File: src/rtl/fft_stage_sequencer_pkg.sv
// Shared types for the FFT stage sequencer.
// FSM states, control-bit positions and width helpers.
package fft_stage_sequencer_pkg;

    typedef enum logic [1:0] {
        ST_IDLE,
        ST_ISSUE,
        ST_DRAIN,
        ST_DONE
    } seq_state_e;

    localparam int CTRL_W    = 2;
    localparam int CTRL_BANK = 0;
    localparam int CTRL_LAST = 1;

    function automatic int stage_width(input int fft_n);
        return $clog2(fft_n) + 1;
    endfunction

endpackage

File: src/rtl/fft_stage_sequencer_if.sv
// Sequencer <-> controller/core signal bundle.
// master = sequencer side, slave = environment side.
interface fft_stage_sequencer_if
    import fft_stage_sequencer_pkg::*;
#(
    parameter int FFT_N             = 10,
    parameter int FFT_MAX_BIT_WIDTH = 5
) ();

    localparam int AW = FFT_N - 1;
    localparam int SW = stage_width(FFT_N);

    logic                         start;
    logic                         hold;
    logic                         busy;
    logic                         done;
    logic                         bf_iact;
    logic [CTRL_W-1:0]            bf_ictrl;
    logic [AW-1:0]                bf_addr;
    logic [AW-1:0]                tw_addr;
    logic                         bf_oact;
    logic [FFT_MAX_BIT_WIDTH-1:0] bf_max_bw;
    logic                         clr_bfp;
    logic [FFT_MAX_BIT_WIDTH-1:0] ibfp;
    logic [SW-1:0]                stage;

    modport master (
        input  start, hold, bf_oact, bf_max_bw,
        output busy, done, bf_iact, bf_ictrl,
        output bf_addr, tw_addr, clr_bfp, ibfp, stage
    );

    modport slave (
        output start, hold, bf_oact, bf_max_bw,
        input  busy, done, bf_iact, bf_ictrl,
        input  bf_addr, tw_addr, clr_bfp, ibfp, stage
    );

endinterface

File: src/rtl/fft_twiddle_addr_gen.sv
// Twiddle ROM index for butterfly j in a given stage.
// Low (FFT_N-1-stage) bits of j are forced to zero.
module fft_twiddle_addr_gen
    import fft_stage_sequencer_pkg::*;
#(
    parameter int FFT_N = 10
) (
    input  logic [stage_width(FFT_N)-1:0] stage,
    input  logic [FFT_N-2:0]              j,
    output logic [FFT_N-2:0]              tw_addr
);

    localparam int AW = FFT_N - 1;
    localparam int SW = stage_width(FFT_N);

    logic [SW-1:0] shift;
    logic [AW-1:0] mask;

    // keep only the top `stage` bits of j
    always_comb begin
        shift   = SW'(AW) - stage;
        mask    = {AW{1'b1}} << shift;
        tw_addr = j & mask;
    end

endmodule

File: src/rtl/fft_stage_sequencer.sv
// Stage sequencer for an in-place radix-2 FFT core.
// Issues butterflies per stage, drains, tracks block exponent.
module fft_stage_sequencer
    import fft_stage_sequencer_pkg::*;
#(
    parameter int FFT_N             = 10,
    parameter int FFT_MAX_BIT_WIDTH = 5
) (
    input logic                   clk,
    input logic                   reset,
    fft_stage_sequencer_if.master bus
);

    localparam int AW = FFT_N - 1;
    localparam int SW = stage_width(FFT_N);
    localparam logic [AW-1:0] J_LAST     = '1;
    localparam logic [SW-1:0] STAGE_LAST = SW'(FFT_N - 1);

    seq_state_e                   state;
    logic [AW-1:0]                j;
    logic [FFT_N-1:0]             outstanding;
    logic [FFT_MAX_BIT_WIDTH-1:0] max_bw;
    logic [AW-1:0]                tw_next;
    logic [CTRL_W-1:0]            ctrl_next;
    logic                         issue;
    logic                         drained;

    assign issue   = (state == ST_ISSUE) && !bus.hold;
    assign drained = (outstanding == '0) && !bus.bf_oact;

    fft_twiddle_addr_gen #(
        .FFT_N (FFT_N)
    ) u_tw (
        .stage   (bus.stage),
        .j       (j),
        .tw_addr (tw_next)
    );

    // control bits that travel with each issued butterfly
    always_comb begin
        ctrl_next            = '0;
        ctrl_next[CTRL_BANK] = bus.stage[0];
        ctrl_next[CTRL_LAST] = (bus.stage == STAGE_LAST);
    end

    // butterflies issued but not yet returned; never wraps below zero
    always_ff @(posedge clk or posedge reset) begin
        if (reset) begin
            outstanding <= '0;
        end else if (issue && !bus.bf_oact) begin
            outstanding <= outstanding + FFT_N'(1);
        end else if (!issue && bus.bf_oact && outstanding != '0) begin
            outstanding <= outstanding - FFT_N'(1);
        end
    end

    // running max of core bit-width reports within the stage
    always_ff @(posedge clk or posedge reset) begin
        if (reset) begin
            max_bw <= '0;
        end else if (state == ST_IDLE && bus.start) begin
            max_bw <= '0;
        end else if (bus.clr_bfp) begin
            max_bw <= bus.bf_oact ? bus.bf_max_bw : '0;
        end else if (bus.bf_oact && bus.bf_max_bw > max_bw) begin
            max_bw <= bus.bf_max_bw;
        end
    end

    // main sequencing FSM with registered outputs
    always_ff @(posedge clk or posedge reset) begin
        if (reset) begin
            state        <= ST_IDLE;
            j            <= '0;
            bus.busy     <= 1'b0;
            bus.done     <= 1'b0;
            bus.bf_iact  <= 1'b0;
            bus.bf_ictrl <= '0;
            bus.bf_addr  <= '0;
            bus.tw_addr  <= '0;
            bus.clr_bfp  <= 1'b0;
            bus.ibfp     <= '0;
            bus.stage    <= '0;
        end else begin
            bus.done    <= 1'b0;
            bus.bf_iact <= 1'b0;
            bus.clr_bfp <= 1'b0;
            unique case (state)
                ST_IDLE: begin
                    if (bus.start) begin
                        state     <= ST_ISSUE;
                        bus.busy  <= 1'b1;
                        bus.stage <= '0;
                        bus.ibfp  <= '0;
                        j         <= '0;
                    end
                end
                ST_ISSUE: begin
                    if (!bus.hold) begin
                        bus.bf_iact  <= 1'b1;
                        bus.bf_addr  <= j;
                        bus.tw_addr  <= tw_next;
                        bus.bf_ictrl <= ctrl_next;
                        bus.clr_bfp  <= (j == '0);
                        j            <= j + AW'(1);
                        if (j == J_LAST) begin
                            state <= ST_DRAIN;
                        end
                    end
                end
                ST_DRAIN: begin
                    if (drained) begin
                        if (bus.stage == STAGE_LAST) begin
                            state    <= ST_DONE;
                            bus.done <= 1'b1;
                        end else begin
                            state     <= ST_ISSUE;
                            bus.stage <= bus.stage + SW'(1);
                            bus.ibfp  <= max_bw;
                            j         <= '0;
                        end
                    end
                end
                ST_DONE: begin
                    bus.busy <= 1'b0;
                    state    <= ST_IDLE;
                end
                default: begin
                    state <= ST_IDLE;
                end
            endcase
        end
    end

endmodule

File: src/flat_wrapper.sv
// flat-port wrapper written by rule: the top's interface ports become plain ports
module fft_stage_sequencer_flat import fft_stage_sequencer_pkg::*;
#(
    parameter int FFT_N             = 10,
    parameter int FFT_MAX_BIT_WIDTH = 5
)
  (clk, reset, bus_start, bus_hold, bus_bf_oact, bus_bf_max_bw, bus_busy, bus_done, bus_bf_iact, bus_bf_ictrl, bus_bf_addr, bus_tw_addr, bus_clr_bfp, bus_ibfp, bus_stage);
  fft_stage_sequencer_if #(.FFT_N(FFT_N), .FFT_MAX_BIT_WIDTH(FFT_MAX_BIT_WIDTH)) bus_i ();
  input logic clk;
  input logic reset;
  input wire logic [$bits(bus_i.start)-1:0] bus_start;
  input wire logic [$bits(bus_i.hold)-1:0] bus_hold;
  input wire logic [$bits(bus_i.bf_oact)-1:0] bus_bf_oact;
  input wire logic [$bits(bus_i.bf_max_bw)-1:0] bus_bf_max_bw;
  output wire logic [$bits(bus_i.busy)-1:0] bus_busy;
  output wire logic [$bits(bus_i.done)-1:0] bus_done;
  output wire logic [$bits(bus_i.bf_iact)-1:0] bus_bf_iact;
  output wire logic [$bits(bus_i.bf_ictrl)-1:0] bus_bf_ictrl;
  output wire logic [$bits(bus_i.bf_addr)-1:0] bus_bf_addr;
  output wire logic [$bits(bus_i.tw_addr)-1:0] bus_tw_addr;
  output wire logic [$bits(bus_i.clr_bfp)-1:0] bus_clr_bfp;
  output wire logic [$bits(bus_i.ibfp)-1:0] bus_ibfp;
  output wire logic [$bits(bus_i.stage)-1:0] bus_stage;
  assign bus_i.start = bus_start;
  assign bus_i.hold = bus_hold;
  assign bus_i.bf_oact = bus_bf_oact;
  assign bus_i.bf_max_bw = bus_bf_max_bw;
  assign bus_busy = bus_i.busy;
  assign bus_done = bus_i.done;
  assign bus_bf_iact = bus_i.bf_iact;
  assign bus_bf_ictrl = bus_i.bf_ictrl;
  assign bus_bf_addr = bus_i.bf_addr;
  assign bus_tw_addr = bus_i.tw_addr;
  assign bus_clr_bfp = bus_i.clr_bfp;
  assign bus_ibfp = bus_i.ibfp;
  assign bus_stage = bus_i.stage;
  fft_stage_sequencer #(.FFT_N(FFT_N), .FFT_MAX_BIT_WIDTH(FFT_MAX_BIT_WIDTH)) u_core (.clk(clk), .reset(reset), .bus(bus_i));
endmodule
File: config.mk
export PLATFORM = sky130hd
export DESIGN_NAME = fft_stage_sequencer_flat
export DESIGN_NICKNAME = d
export VERILOG_FILES = /design/src/rtl/fft_stage_sequencer_pkg.sv /design/src/rtl/fft_stage_sequencer_if.sv /design/src/rtl/fft_twiddle_addr_gen.sv /design/src/rtl/fft_stage_sequencer.sv /design/src/flat_wrapper.sv
export SDC_FILE = /design/constraint.sdc
export NUM_CORES = 1
export LEC_CHECK = 0
export CORE_ASPECT_RATIO = 0.9
export CORE_MARGIN = 2
export CORE_UTILIZATION = 49
export DETAILED_ROUTE_END_ITERATION = 12
export PLACE_DENSITY = 0.83
export SYNTH_ARGS = -nofsm -noshare
export SYNTH_HDL_FRONTEND = slang
export SYNTH_SLANG_ARGS = --single-unit
File: constraint.sdc
create_clock -name clk -period 4 [get_ports clk]
set_input_delay 0.8 -clock clk [delete_from_list [all_inputs] [get_ports clk]]
set_output_delay 0.8 -clock clk [all_outputs]
set_load 0.1 [all_outputs]
Yosys cells after proc, flatten, opt, wreduce, memory -nomap -nowiden
Cells that the tools add are included.
{ "op_classes": {"magnitude_cmp": 1, "addsub": 5, "n_shift": 1, "reduce_logical": 24, "n_mux": 33, "eq_ne": 10, "bitwise": 2} }
{ "ops": {"columns": ["op", "n"], "rows": [
  ["$mux 5", 9],
  ["$mux 9", 4],
  ["$pmux 9 s3", 1],
  ["$mux 10", 2],
  ["$pmux 5 s2", 2],
  ["$add 10x1->10 const B", 1],
  ["$logic_not 10->1", 1],
  ["$mux 2", 5],
  ["$reduce_bool 10->1", 1],
  ["$sub 10x1->10 const B", 1],
  ["$add 9x1->9 const B", 1],
  ["$and 9x9->9", 1],
  ["$eq 9x9->1 const B", 1],
  ["$logic_not 9->1", 1],
  ["$shl 9x5->9 const A", 1],
  ["$mux 1", 8],
  ["$ne 2x2->1 const B", 4],
  ["$pmux 2 s4", 1],
  ["$reduce_and 4->1", 2],
  ["$logic_and 1x1->1", 7],
  ["$reduce_bool 2->1", 3],
  ["$reduce_bool 3->1", 2],
  ["$add 5x1->5 const B", 1],
  ["$eq 5x4->1 const B", 1],
  ["11 further kinds", 15]
]} }
{ "totals": {"inputBits": 10, "word_cells": 89, "register_bits": 60} }

Depth between registers and ports, before layout
{ "logic_depth": {"ltp_word": 7, "ltp_mapped": 12, "depth_no_buf": 11} }

By module
From an unflattened synthesis, not the netlist that was laid out.
{ "hier_totals": {"hier_cells": 375, "hier_area_um2": 3443.3} }
{ "modules_own_cells": {"columns": ["module", "area_each_um2", "cells_each", "n_inst"], "rows": [
  ["fft_stage_sequencer", 3166.8, 335, 1],
  ["fft_twiddle_addr_gen", 276.5, 40, 1]
]} }

Least setup slack after synthesis
No wires, ideal clock.
{ "synth_timing": {"path_kind": "input -> register", "from": "input port bus_hold", "to": "register u_core.outstanding[9]", "path_slack_ns": 1.147, "required_time_ns": 3.872, "setup_time_ns": 0.128, "path_stages": 11, "arrival_ns": 2.726, "cell_sequence": "or2_1 buf_2 nor2_2 inv_1 ha_1 a21oi_1 nand2_1 a21oi_1 o21ai_0 mux2i_1 o22ai_1"} }
{ "synth_between": {"elab_chain_cells": 6} }
{ "synth_lines": {"columns": ["element", "line_no", "text"], "rows": [
  ["from (decl)", "flat_wrapper.sv:12", "input wire logic [$bits(bus_i.hold)-1:0] bus_hold;"],
  ["$logic_not 1->1 *", "fft_stage_sequencer.sv:28", "assign issue = (state == ST_ISSUE) && !bus.hold;"],
  ["$logic_and 1x1->1 *", "fft_stage_sequencer.sv:28", null],
  ["$logic_not 1->1", "fft_stage_sequencer.sv:52", "end else if (!issue && bus.bf_oact && outstanding != '0) begin"],
  ["$logic_and 1x1->1 (2 in series)", "fft_stage_sequencer.sv:52", null],
  ["$reduce_bool 2->1 (no line)", null, null],
  ["to (signal assigned)", "fft_stage_sequencer.sv:51", "outstanding <= outstanding + FFT_N'(1);"],
  ["to (signal assigned)", "fft_stage_sequencer.sv:53", "outstanding <= outstanding - FFT_N'(1);"],
  ["to (decl)", "fft_stage_sequencer.sv:21", "logic [FFT_N-1:0] outstanding;"]
]} }
Mark *: on every way between the ends. The rest lies on a longest branch, timed or not.
A chain may end at the register's enable or synchronous reset.

Worst setup path in the final report
{ "layout_timing": {"from": "input port bus_bf_oact", "to": "register u_core.outstanding[9]"} }
{ "layout_between": {"elab_chain_cells": 3} }
{ "layout_lines": {"columns": ["element", "line_no", "text"], "rows": [
  ["from (decl)", "flat_wrapper.sv:13", "input wire logic [$bits(bus_i.bf_oact)-1:0] bus_bf_oact;"],
  ["$logic_not 1->1 / $logic_and 1x1->1 (equally long branches)", "fft_stage_sequencer.sv:50, fft_stage_sequencer.sv:52", null],
  ["$logic_and 1x1->1, on equally long branches", "fft_stage_sequencer.sv:50, fft_stage_sequencer.sv:52", null],
  ["$mux 10 / $reduce_bool 2->1 (equally long branches)", null, null]
]} }
Several ways; a longest one is shown, not always the timed one.

==> impl_metrics.py <==
metrics = {
    "run_status": {
        "status": "finished clean",
    },
    "sta": {
        "worstMarginPinSlew_ns": 0.9783,
        "setup_viol": 0,
        "tns_ns": 0,
        "rsz0062_at_grt": "no",
        "min_period_ns": 3.168,
        "fin_skew_ns": 0.007871,
        "slew_viol_final": 0,
        "max_slew_margin_pct": 34.57,
        "final_hold_viol_count": 0,
        "postLayoutSetupSlackWorst_ns": 0.8322,
        "hold_slack_ns": 0.4829,
        "fin_crit_sh_pct": 79.20,
        "max_freq_ghz": 0.3157,
    },
    "clock_tree": {
        "clock_sinks": 60,
        "cts_tree": "yes",
        "cts_root_buf": "clkbuf_8",
        "h-tree-depth": 3,
        "worstSkewPairLatency_ns": 0.34,
        "clk_pin_slew_ns": 0.07,
        "cts_resized": 0,
        "ctsHoldBuffers": 0,
        "cts_buffers": 9,
        "cts_setup_buffers": 0,
        "cts_buffer_depth": 2,
    },
    "cells_and_area": {
        "multi_input_area_mm2": 0.001645,
        "syn2layout_area_growth_pct": 20.74,
        "nets": 413,
        "seq_area_mm2": 0.001501,
        "finalInstanceArea_mm2": 0.004014,
        "finish.utilization_pct": 60.94,
        "layout-drive-gt1-share_pct": 10.94,
        "n_antenna_cell": 0,
        "fillCellCount": 559,
    },
    "floorplanning": {
        "core_area_mm2": 0.006586,
        "start_util_pct": 50.47,
        "io_pins": 44,
        "die_h_um": 82.14,
        "die_w_um": 90.83,
        "dieArea_mm2": 0.007460,
        "rows": 28,
    },
    "placed_design": {
        "gp_congestion": 0.8671,
        "place_ws_ns": 0.5152,
        "port_buffers": 43,
        "placed_cell_area_mm2": 0.003790,
        "dp.final_hpwl_um": 4993,
    },
    "route": {
        "drt_drc_violations_left": 0,
        "drtIter0Drc": 119,
        "avgViaCountPerCell": 5.426,
        "wl_um": 6969,
        "vias": 2572,
        "wl_per_cell_um": 14.70,
        "final_antenna_net_count": 0,
        "first_pass_iters": 4,
    },
    "yosys": {
        "synth_top_area_share_pct": 45.16,
        "ys.flop_type": "dfrtp_1",
        "synth_fp_nets": 371,
        "syn_area_per_cell_um2": 9.865,
        "seq_area_frac_synth_pct": 45.16,
        "syn-cell-area_mm2": 0.003324,
        "ys_seq_elements": 60,
        "yosysTopAreaCell": "dfrtp_1",
        "yosys-top-cells-area": "dfrtp_1 (45%), ha_1 (8.7%), nand2_1 (6.2%), a21oi_1 (3.2%), o21ai_0 (3.2%)",
        "yosysWarningCount": 0,
        "ys_async_sr_fraction_pct": 100.0,
        "syn_inst": 337,
        "synth-edff-count": 0,
        "yosysUniqueCellTypes": 57,
    },
    "setup_path": {
        "startpoint_type": "input port",
        "rr_worst_depth": 11,
        "critPathRequiredTime_ns": 4.22,
        "critical_path_class": "input port to flop",
        "worstPathMaxFanout": 10,
        "arrival_ns": 3.38,
        "endpoint_kind": "flop",
    },
    "global_route": {
        "first_global_vias": 2490,
        "gr-total-overflow": 0,
        "grt_max_degree": 52,
        "antenna_found_initial": 0,
        "grt_first_pass_wirelength_um": 11890,
        "track_usage_pct": 20.25,
    },
    "power": {
        "p_leak_nw": 1.825,
        "powerDensity_mw_per_mm2": 666.7,
        "ir_worst_vdd_mv": 0.2861,
    },
    "hold_path": {
        "hold_path_depth": 2,
        "min_path_type": "flop to flop",
    },
    "flow_run": {
        "drv_cap": 0,
    },
}
## cell type report
cell class | count | share of cell area [%]
sequential | 60 | 37.41
clock buffer | 10 | 3.429
timing repair buffer | 45 | 11.10
clock inverter | 6 | 2.151
inverter | 22 | 2.120
multi-input combinational | 241 | 40.99
tap | 90 | 2.805
## worst paths after layout
kind / from / endpoint / slack, ns
max: bus_bf_oact / u_core.outstanding[9]$_DFFE_PP0P_ / 0.83
max in group asynchronous: reset / u_core.bus.bf_addr[7]$_DFFE_PP0N_ / 2.43
min in group asynchronous: reset / u_core.outstanding[4]$_DFFE_PP0P_ / 0.69
min: u_core.bus.bf_addr[6]$_DFFE_PP0N_ / u_core.bus.bf_addr[6]$_DFFE_PP0N_ / 0.48
min reg2reg: u_core.bus.bf_addr[6]$_DFFE_PP0N_ / u_core.bus.bf_addr[6]$_DFFE_PP0N_ / 0.48
max reg2reg: u_core.state[1]$_DFFE_PP0P_ / u_core.outstanding[9]$_DFFE_PP0P_ / 1.11
## power by group
part	total [mW]	switching, mW	internal (mW)
combinational	1.13	0.723	0.407
sequential	0.928	0.172	0.756
clock	0.617	0.250	0.368
total	2.68	1.15	1.53
## per-layer routing
layer	share of wire [%]	global-route usage (%)	vias up	routed length, um
met3	4.9	4.537	11	341
met1	48	27.17	1229	3328
met2	46	31.87	67	3192
met4	1.5	9.394	0	107
met5	0	0	-	0
li1	-	-	1265	-
## synth_stat cells (all sizes together) (7+ instances only)
| cell type | count |
|---|---|
| a21oi | 22 |
| and3 | 9 |
| buf | 8 |
| dfrtp | 60 |
| ha | 23 |
| inv | 22 |
| nand2 | 55 |
| nand3 | 11 |
| nor2 | 16 |
| o21ai | 25 |
| xor2 | 7 |
## worst max-delay path, stage by stage
cell,delay [ns]
clkdlybuf4s50_1,0.60
nor2_2,0.35
inv_1,0.22
ha_1,0.40
a21oi_1,0.31
nand2_1,0.08
a21oi_1,0.21
o21ai_0,0.15
mux2i_1,0.17
o22ai_1,0.09
## kinds of logic (layout without fill, tap and decap cells)
kind of cell               count (synthesis)  after routing  synth area share, %
xor gates and xnor gates                  11             11                2.898
buffers and inverters                     36             83                5.344
AOI/OAI and AO/OA                         82             82                17.31
DFF                                       60             60                45.16
adders and majority gates                 24             24                9.259
and+or+nand+nor                          117            117                17.88
muxes                                      7              7                2.145
## cell usage in the layout (no fill, tap or decap), types with 3 or more instances in the layout
master	instances
a21oi_1	21
a22o_1	5
a32o_1	6
and3_1	8
clkbuf_8	10
clkdlybuf4s50_1	43
dfrtp_1	60
ha_1	23
inv_1	20
mux2i_1	6
nand2_1	55
nand2b_1	5
nand3_1	10
nand4_1	4
nor2_1	14
nor3_1	3
o21ai_0	21
o21ai_1	3
o22a_2	3
o31ai_2	4
xnor2_1	4
xor2_1	7
## sequential cells by signal (all words and copies together), names as in the netlist, 5 cells and up
register,cells
u_core.outstanding,10
u_core.bus.bf_addr,9
u_core.bus.tw_addr,9
u_core.j,9
u_core.bus.ibfp,5
u_core.bus.stage,5
u_core.max_bw,5
## metrics by stage
stage	instances	total power [mW]
final	474	2.676
after global routing	474	2.850
after CTS	474	2.685
after detailed placement	458	2.063
after global placement	458	2.030
after floorplan	337	1.807
No activity file was read; power rests on OpenSTA's default activity.
